File: config.mk
export PLATFORM = sky130hd
export DESIGN_NAME = weight_spi_loader
export DESIGN_NICKNAME = d
export VERILOG_FILES = /design/src/rtl/weight_spi_loader.sv
export SDC_FILE = /design/constraint.sdc
export NUM_CORES = 1
export LEC_CHECK = 0
export BUFFER_PORTS_ARGS = -buffer_cell sky130_fd_sc_hd__buf_2
export CAP_MARGIN = 5
export CORE_ASPECT_RATIO = 0.6
export CORE_MARGIN = 8
export CORE_UTILIZATION = 49
export CTS_BUF_LIST = sky130_fd_sc_hd__clkbuf_8 sky130_fd_sc_hd__clkbuf_16
export CTS_CLUSTER_SIZE = 30
export DETAILED_ROUTE_END_ITERATION = 12
export PLACE_DENSITY = 0.8
export SLEW_MARGIN = 10
export SYNTH_ARGS = -nofsm -noshare
export SYNTH_HDL_FRONTEND = slang
export SYNTH_SLANG_ARGS = --single-unit
File: constraint.sdc
create_clock -name WLoad_Clock_In_Data -period 4.15 [get_ports WLoad_Clock_In_Data]
set_input_delay 0.415 -clock WLoad_Clock_In_Data [delete_from_list [all_inputs] [get_ports WLoad_Clock_In_Data]]
set_output_delay 0.415 -clock WLoad_Clock_In_Data [all_outputs]
set_load 0.1 [all_outputs]
File: src/rtl/weight_spi_loader.sv
// rtl/weight_spi_loader.sv - SPI slave that streams weight bytes into a memory write port.
// Frame: 0xA5 command, address high, address low, then data bytes written to consecutive addresses.
module weight_spi_loader #(
    parameter int DATAWIDTH_BUS = 8,
    parameter int ADDRESS_WIDTH = 16,
    parameter int NUM_WEIGHTS   = 10422
) (
    input  logic                     WLoad_Clock_In_Data,
    input  logic                     WLoad_Reset_InHigh,
    input  logic                     WLoad_SCLK_In,
    input  logic                     WLoad_CSn_In,
    input  logic                     WLoad_MOSI_In,
    output logic [ADDRESS_WIDTH-1:0] WLoad_Addr_Out_DataBUS,
    output logic [DATAWIDTH_BUS-1:0] WLoad_Data_Out_DataBUS,
    output logic                     WLoad_Load_OutLow,
    output logic                     WLoad_Busy_Out,
    output logic                     WLoad_Done_Out,
    output logic                     WLoad_Error_Out,
    output logic [ADDRESS_WIDTH-1:0] WLoad_Count_Out_DataBUS
);

    localparam int                     BCW      = $clog2(DATAWIDTH_BUS);
    localparam logic [BCW-1:0]         BIT_LAST = BCW'(DATAWIDTH_BUS - 1);
    localparam logic [BCW-1:0]         BIT_ONE  = BCW'(1);
    localparam logic [ADDRESS_WIDTH-1:0] A_ONE  = ADDRESS_WIDTH'(1);
    localparam logic [ADDRESS_WIDTH-1:0] A_LIMIT = ADDRESS_WIDTH'(NUM_WEIGHTS);
    localparam logic [7:0]             CMD_LOAD = 8'hA5;

    typedef enum logic [2:0] {
        IDLE    = 3'd0,
        CMD     = 3'd1,
        ADDR_H  = 3'd2,
        ADDR_L  = 3'd3,
        DATA    = 3'd4,
        DISCARD = 3'd5
    } state_t;

    state_t r_state, w_next;

    logic [1:0]               r_sclk_sync, r_csn_sync, r_mosi_sync;
    logic                     r_sclk_d, r_csn_d;
    logic [1:0]               r_settle;
    logic                     r_armed;
    logic [BCW-1:0]           r_bitcnt;
    logic [DATAWIDTH_BUS-1:0] r_shift;
    logic [ADDRESS_WIDTH-1:0] r_addr;
    logic [ADDRESS_WIDTH-1:0] r_addr_out;
    logic [DATAWIDTH_BUS-1:0] r_data_out;
    logic [ADDRESS_WIDTH-1:0] r_count;
    logic                     r_load_n, r_done, r_error;

    logic                     w_sclk_s, w_csn_s, w_mosi_s;
    logic                     w_sclk_rise, w_csn_fall, w_csn_rise;
    logic                     w_byte_done;
    logic [DATAWIDTH_BUS-1:0] w_byte;
    logic                     w_write, w_err_set, w_load_h, w_load_l, w_done;

    assign w_sclk_s    = r_sclk_sync[1];
    assign w_csn_s     = r_csn_sync[1];
    assign w_mosi_s    = r_mosi_sync[1];
    assign w_sclk_rise = w_sclk_s & ~r_sclk_d;
    assign w_csn_rise  = w_csn_s & ~r_csn_d;
    // A fall only opens a frame once CS_n has been seen high after reset.
    assign w_csn_fall  = ~w_csn_s & r_csn_d & r_armed;
    assign w_byte      = {r_shift[DATAWIDTH_BUS-2:0], w_mosi_s};
    assign w_byte_done = w_sclk_rise && (r_state != IDLE) && (r_bitcnt == BIT_LAST) && !w_csn_rise;

    always_ff @(posedge WLoad_Clock_In_Data or posedge WLoad_Reset_InHigh) begin
        if (WLoad_Reset_InHigh) begin
            r_sclk_sync <= 2'b00;
            r_csn_sync  <= 2'b11;
            r_mosi_sync <= 2'b00;
            r_sclk_d    <= 1'b0;
            r_csn_d     <= 1'b1;
            r_settle    <= 2'b00;
            r_armed     <= 1'b0;
        end else begin
            r_sclk_sync <= {r_sclk_sync[0], WLoad_SCLK_In};
            r_csn_sync  <= {r_csn_sync[0], WLoad_CSn_In};
            r_mosi_sync <= {r_mosi_sync[0], WLoad_MOSI_In};
            r_sclk_d    <= w_sclk_s;
            r_csn_d     <= w_csn_s;
            r_settle    <= {r_settle[0], 1'b1};
            r_armed     <= r_armed | (r_settle[1] & w_csn_s);
        end
    end

    always_ff @(posedge WLoad_Clock_In_Data or posedge WLoad_Reset_InHigh) begin
        if (WLoad_Reset_InHigh) begin
            r_state <= IDLE;
        end else begin
            r_state <= w_next;
        end
    end

    always_comb begin
        w_next    = r_state;
        w_write   = 1'b0;
        w_err_set = 1'b0;
        w_load_h  = 1'b0;
        w_load_l  = 1'b0;
        w_done    = 1'b0;
        if (w_csn_rise) begin
            w_next = IDLE;
            w_done = (r_state == DATA) && !r_error;
        end else if (w_csn_fall) begin
            w_next = CMD;
        end else if (w_byte_done) begin
            case (r_state)
                CMD: begin
                    if (w_byte[7:0] == CMD_LOAD) begin
                        w_next = ADDR_H;
                    end else begin
                        w_next    = DISCARD;
                        w_err_set = 1'b1;
                    end
                end
                ADDR_H: begin
                    w_next   = ADDR_L;
                    w_load_h = 1'b1;
                end
                ADDR_L: begin
                    w_next   = DATA;
                    w_load_l = 1'b1;
                end
                DATA: begin
                    if (r_addr < A_LIMIT) begin
                        w_write = 1'b1;
                    end else begin
                        w_err_set = 1'b1;
                    end
                end
                default: w_next = r_state;
            endcase
        end
    end

    always_ff @(posedge WLoad_Clock_In_Data or posedge WLoad_Reset_InHigh) begin
        if (WLoad_Reset_InHigh) begin
            r_bitcnt   <= '0;
            r_shift    <= '0;
            r_addr     <= '0;
            r_addr_out <= '0;
            r_data_out <= '0;
            r_count    <= '0;
            r_load_n   <= 1'b1;
            r_done     <= 1'b0;
            r_error    <= 1'b0;
        end else begin
            r_load_n <= 1'b1;
            r_done   <= w_done;
            if (w_csn_fall) begin
                r_bitcnt <= '0;
                r_shift  <= '0;
                r_addr   <= '0;
                r_count  <= '0;
                r_error  <= 1'b0;
            end else if (w_csn_rise) begin
                r_bitcnt <= '0;
                r_shift  <= '0;
            end else if (w_sclk_rise && (r_state != IDLE)) begin
                r_bitcnt <= (r_bitcnt == BIT_LAST) ? '0 : r_bitcnt + BIT_ONE;
                r_shift  <= w_byte;
            end
            if (w_load_h) begin
                r_addr[15:8] <= w_byte[7:0];
            end
            if (w_load_l) begin
                r_addr[7:0] <= w_byte[7:0];
            end
            if (w_write) begin
                r_addr_out <= r_addr;
                r_data_out <= w_byte;
                r_load_n   <= 1'b0;
                r_count    <= r_count + A_ONE;
                r_addr     <= r_addr + A_ONE;
            end
            if (w_err_set) begin
                r_error <= 1'b1;
            end
        end
    end

    assign WLoad_Addr_Out_DataBUS  = r_addr_out;
    assign WLoad_Data_Out_DataBUS  = r_data_out;
    assign WLoad_Load_OutLow       = r_load_n;
    assign WLoad_Busy_Out          = ~w_csn_s;
    assign WLoad_Done_Out          = r_done;
    assign WLoad_Error_Out         = r_error;
    assign WLoad_Count_Out_DataBUS = r_count;

endmodule

== After elaboration in Yosys (flattened, before gate mapping) ==
Index checks and enable logic that the tools add are counted.
Widths: inputs -> output; s select.

* Add/subtract/negate cells: 3
* Order comparisons: 1
* Equality and inequality tests: 6
* Muxes and demuxes: 40
* Bitwise operators: 9
* Reductions and logical operators: 15

{| class="wikitable"
|+ Operators by type and width
! cell !! count
|-
| $mux 16 || 3
|-
| $add 16x1->16 const B || 2
|-
| $mux 3 || 8
|-
| $mux 1 || 22
|-
| $mux 7 || 3
|-
| $lt 16x14->1 const B || 1
|-
| $mux 8 || 2
|-
| $reduce_bool 3->1 || 5
|-
| $pmux 3 s3 || 1
|-
| $eq 8x8->1 const B || 1
|-
| $eq 3x2->1 const B || 2
|-
| $eq 3x3->1 const B || 2
|-
| $and 1x1->1 || 5
|-
| $reduce_bool 5->1 || 1
|-
| $logic_and 1x1->1 || 4
|-
| $reduce_bool 2->1 || 2
|-
| $add 3x1->3 const B || 1
|-
| $eq 3x1->1 const B || 1
|-
| $not 1->1 || 3
|-
| $logic_not 1->1 || 2
|-
| $pmux 1 s2 || 1
|-
| $reduce_and 2->1 || 1
|-
| $or 1x1->1 || 1
|}

* Bits in registers: 83
* Input port bits: 5
* Output and inout port bits: 44
* Logic and storage cells: 92

== Logic depth before layout (Yosys ltp) ==
* Depth in word-level cells: 10
* Mapped depth: 9

== Least setup slack after synthesis ==
Ideal clock, no wire load.

* Kind: register to register
* From: register r_csn_sync[1]
* To: register r_addr[2]
* Setup time: 0.135 ns
* Arrival: 2.155 ns
* Slack: 1.861 ns
* Cell stages (with the launch flop): 9
* Buffers on the path: 2
* Period minus slack after synthesis: 2.289 ns
* Cells stage by stage: dfstp_2 inv_1 and3_1 clkbuf_1 nor3_1 clkbuf_1 mux2i_1 a21oi_1 o21ai_0

* Elaborated cells between the ends (all ways): 15

{| class="wikitable"
|+ RTL lines
! what !! RTL line !! text
|-
| start: declaration || 40 || <nowiki>logic [1:0] r_sclk_sync, r_csn_sync, r_mosi_sync;</nowiki>
|-
| start signal: assignment || 79 || <nowiki>r_csn_sync <= {r_csn_sync[0], WLoad_CSn_In};</nowiki>
|-
| $not 1->1 * || -- ||
|-
| via WLoad_Busy_Out || 16 || <nowiki>output logic WLoad_Busy_Out,</nowiki>
|-
| $and 1x1->1 * (2 in series) || 64 || <nowiki>assign w_csn_fall = ~w_csn_s & r_csn_d & r_armed;</nowiki>
|-
| $mux 1 || 106 || <nowiki>end else if (w_csn_fall) begin</nowiki>
|-
| $mux 1 || 103 || <nowiki>if (w_csn_rise) begin</nowiki>
|-
| $mux 8 || 168 || <nowiki>if (w_load_l) begin</nowiki>
|-
| $mux 16 || 171 || <nowiki>if (w_write) begin</nowiki>
|-
| end signal: assignment || 169 || <nowiki>r_addr[7:0] <= w_byte[7:0];</nowiki>
|-
| end signal: assignment || 176 || <nowiki>r_addr <= r_addr + A_ONE;</nowiki>
|-
| end: declaration || 46 || <nowiki>logic [ADDRESS_WIDTH-1:0] r_addr;</nowiki>
|}

Mark *: on every way through the listed nets, which the timed path passes. The rest lies on a longest branch.
A chain may end at the register's enable or synchronous reset.

== Worst setup path after layout ==
* From: register r_state[0]
* To: register r_addr_out[6] (netlist: WLoad_Addr_Out_DataBUS[6])

* Longest elaborated chain between the ends: 7
* Elaborated cells between the ends (all ways): 9

{| class="wikitable"
|+ RTL lines
! what !! RTL line !! text
|-
| start: declaration || 38 || <nowiki>state_t r_state, w_next;</nowiki>
|-
| start signal: assignment || 92 || <nowiki>r_state <= w_next;</nowiki>
|-
| $reduce_bool 3->1 || 66 || <nowiki>assign w_byte_done = w_sclk_rise && (r_state != IDLE) && (r_bitcnt == BIT_LAST) && !w_csn_rise;</nowiki>
|-
| $logic_and 1x1->1 (3 in series) || 66 ||
|-
| $mux 1 * || 108 || <nowiki>end else if (w_byte_done) begin</nowiki>
|-
| $mux 1 * || 106 ||
|-
| $mux 1 * || 103 ||
|-
| end signal: assignment || 172 || <nowiki>r_addr_out <= r_addr;</nowiki>
|-
| end: declaration || 47 || <nowiki>logic [ADDRESS_WIDTH-1:0] r_addr_out;</nowiki>
|}

Mark *: on every way between the ends. The rest lies on a longest branch, timed or not.

==> metrics.md <==
| Metric | Value |
|---|---|
| Worst skew pair latency | `roughly 0.34 ns` |
| Vias in the first global route | `between 2000 and 3000` |
| Worst R2R Path Depth | `5` |
| Final cell utilization of the core | `approximately three fifths` |
| Gpl congestion | `0.915` |
| Clock slew seen by the registers of the worst setup and hold paths | `0.06 ns` |
| Die outline height | `84.4 microns` |
| Critical Path End | `WLoad_Addr_Out_DataBUS[6]` |
| FFs w/ async S/R, synth | `100%` |
| Synthesized netlist net count | `359` |
| Count of input and output buffers | `48` |
| Power per standard cell area | `397 nW/um^2` |
| Hold Path Origin | `WLoad_CSn_In` |
| Clock tree buffer depth | `2` |
| Fin Clk Skew | `0.00809 ns` |
| Static leakage power | `2.22 nW` |
| CP Max Fanout | `31` |
| Number of DRC markers in iteration 0 | `303` |
| Syn Area/Cell | `10.9 sq um` |
| Fin. Hold Viols | `0` |
| Cell variety after synth | `49` |
| First-pass GRT wire length | `14.2 mm` |
| Final instance count without filler cells | `510` |
| FP Rows | `25` |
| Post-cts repair resize count | `0` |
| Library cell with the largest summed area after synthesis | `sky130_fd_sc_hd__dfrtp_1` |
| Area of the core | `7730 sq um` |
| Result of the run | `completed` |
| CP Launch Point | `r_state[0]` |
| Fin nets | `406` |
| First-pass iteration count of the detailed router | `5` |
| Number of H-tree levels | `3` |
| Total instance count after detailed placement | `494` |
| Drt via density | `5.56` |
| Worst Setup End Kind | `register` |
| Antenna violations before repair | `0` |
| Type of the tightest min-delay check | `in2reg` |
| Share of layout cells above drive strength 1 | `23.6%` |
| Count of final max-slew check failures | `0` |
| Total negative slack | `0 ns` |
| Number of buffers created by CTS | `9` |
| End of the worst register-to-register path | `WLoad_Addr_Out_DataBUS[6]` |
| FILL cells | `642` |
| Remaining antenna violation count after routing | `0` |
| Final worst path period share | `66.1%` |
| Num ports | `49` |
| Area share of the largest cell type after synthesis | `51.7%` |
| Worst endpoint required time | `approximately 4.4 ns` |
| Cell count after synthesis | `350` |
| FF-to-FF setup slack | `1.41 ns` |
| Worst EP arrival | `2.96 ns` |
| GRT overflow | `0` |
| Critical R2R Launch | `r_state[0]` |
| Max Freq | `between 0.3 and 0.4 GHz` |
| Die Wd | `130 microns` |
| Area growth, synth to finish | `17.1%` |
| Die area | `11000 sq um` |
| Total DRC errors in the routed layout | `0` |
| Post-CTS Hold Buffers | `0` |
| Buffers inserted by post-CTS timing repair | `0` |
| Clock root buffer | `sky130_fd_sc_hd__clkbuf_16` |
| Final setup violation count | `0` |
| Count of warnings emitted by yosys | `0` |
| Post-synthesis cell area | `3830 sq um` |
| Wirelength per Cell | `16.5 microns` |
| Routed wire length | `8.41 mm` |
| Startpoint class of the critical path | `register` |
| Overall power consumption | `about 1.8 mW` |
| Starting density of the core | `49.5%` |
| Count of flip-flops with a built-in enable after synthesis | `0` |
| Total track usage | `between 10% and 20%` |
| CTS tree | `done` |
| Fraction of the yosys area taken by sequential cells | `54.4%` |
| Most area-consuming cells after synthesis | `sky130_fd_sc_hd__dfrtp_1, sky130_fd_sc_hd__mux2_4, sky130_fd_sc_hd__nor2_1` |
| Synth Register Bits | `83` |
| Transition time at the pin with the least slew margin | `0.845 ns` |
| Unrepaired setup endpoints after global routing | `no` |
| Kind of critical path | `reg2reg` |
| Maximum number of pins on one net before global-route repair | `51` |
| Worst IR drop on VDD | `254 uV` |
| CTS Sinks | `83` |
| Via Count | `around 2800` |
| Relative max-transition margin | `43.6%` |
| Max cap viols | `0` |
| Detailed-placement wirelength estimate | `5.78 mm` |
| Leading cell types by count after synthesis | `sky130_fd_sc_hd__dfrtp_1, sky130_fd_sc_hd__nor2_1, sky130_fd_sc_hd__nand2_1` |
| Number of diodes | `0` |
| Crit path time final | `2.74 ns` |
| Main flop type after synthesis | `sky130_fd_sc_hd__dfrtp_1` |
| Most common cell in the netlist | `sky130_fd_sc_hd__dfrtp_1` |
[critical path: stages (launching register included)]
cell and delay, ns:
sky130_fd_sc_hd__dfrtp_1 0.44, sky130_fd_sc_hd__or3b_1 0.45, sky130_fd_sc_hd__nor2b_2 0.15, sky130_fd_sc_hd__and4_1 0.72, sky130_fd_sc_hd__nand2_4 0.43, sky130_fd_sc_hd__mux2_4 0.41
[cell usage in the layout (no fill, tap or decap), drive strengths merged, types with 4 or more instances in the layout]
master / Yosys / layout
dfrtp: 79 / 79
buf: 6 / 51
nor2: 41 / 41
nand2: 29 / 29
o21ai: 19 / 19
a21oi: 18 / 18
mux2: 18 / 18
mux2i: 15 / 15
nand3: 14 / 14
clkbuf: 9 / 10
inv: 8 / 9
and3: 9 / 9
nor3: 8 / 8
xnor2: 7 / 7
nand4: 7 / 7
xor2: 6 / 6
nand2b: 5 / 5
dfstp: 4 / 4
or3: 4 / 4
a31oi: 4 / 4
a32oi: 4 / 4
ha: 4 / 4
nor4: 4 / 4
[registers in the layout (all words and copies together) (netlist names)]
name                     count
WLoad_Addr_Out_DataBUS      16
WLoad_Count_Out_DataBUS     16
r_addr                      16
WLoad_Data_Out_DataBUS       8
r_shift                      7
r_bitcnt                     3
r_state                      3
r_csn_sync                   2
r_mosi_sync                  2
r_sclk_sync                  2
r_settle                     2
WLoad_Done_Out               1
WLoad_Error_Out              1
WLoad_Load_OutLow            1
r_armed                      1
r_csn_d                      1
r_sclk_d                     1
[per-layer routing]
layer,up-vias,track usage (%),wire (microns)
li1,1332,-,-
met2,121,22.5,3500
met4,0,5.56,106
met1,1373,23.6,4030
met5,-,0,0
met3,11,5.82,778
[kinds of logic after synthesis]
| group | share of synthesized area, % |
|---|---|
| simple gates | 18.3 |
| flops | 54.4 |
| compound gates | 8.90 |
| mux | 10.9 |
| buf+inv | 3.07 |
| xor+xnor | 2.98 |
| fa+ha+maj | 1.31 |
| other cells | 0.0980 |
[report_power, final]
group,total [mW],switching (mW),internal [mW]
Clock,0.904,0.305,0.599
Combinational,0.0466,0.0360,0.0106
Sequential,0.826,0.00766,0.819
[worst min path at each step]
stage                          end  slack (ns)  cells after the start
global placement       r_settle[1]        0.33                      0
finish               r_csn_sync[0]        0.17                      1
CTS                  r_csn_sync[0]        0.16                      1
detailed placement     r_settle[1]        0.33                      0
floorplan           r_mosi_sync[1]        0.33                      0
global route         r_csn_sync[0]        0.16                      1
[cell type report]
class                           count  area (sq um)  share of cell area [%]
Sequential cell                    83          2080                    46.5
Inverter                            8          31.3                   0.698
Timing Repair Buffer               51           263                    5.86
Clock buffer                       10           239                    5.33
Clock inverter                      6           105                    2.35
Multi-Input combinational cell    244          1630                    36.3
Tap cell                          108           135                    3.02
[stage by stage]
step | setup slack, ns | hold slack, ns | instance area, sq um
2_1_floorplan | 1.60 | 0.331 | 3830
3_3_place_gp | 1.55 | 0.333 | 4140
3_5_place_dp | 1.47 | 0.335 | 4140
4_1_cts | 1.46 | 0.161 | 4480
5_1_grt | 1.30 | 0.159 | 4480
6_report | 1.41 | 0.173 | 4480
Power figures use the tool's default switching activity.
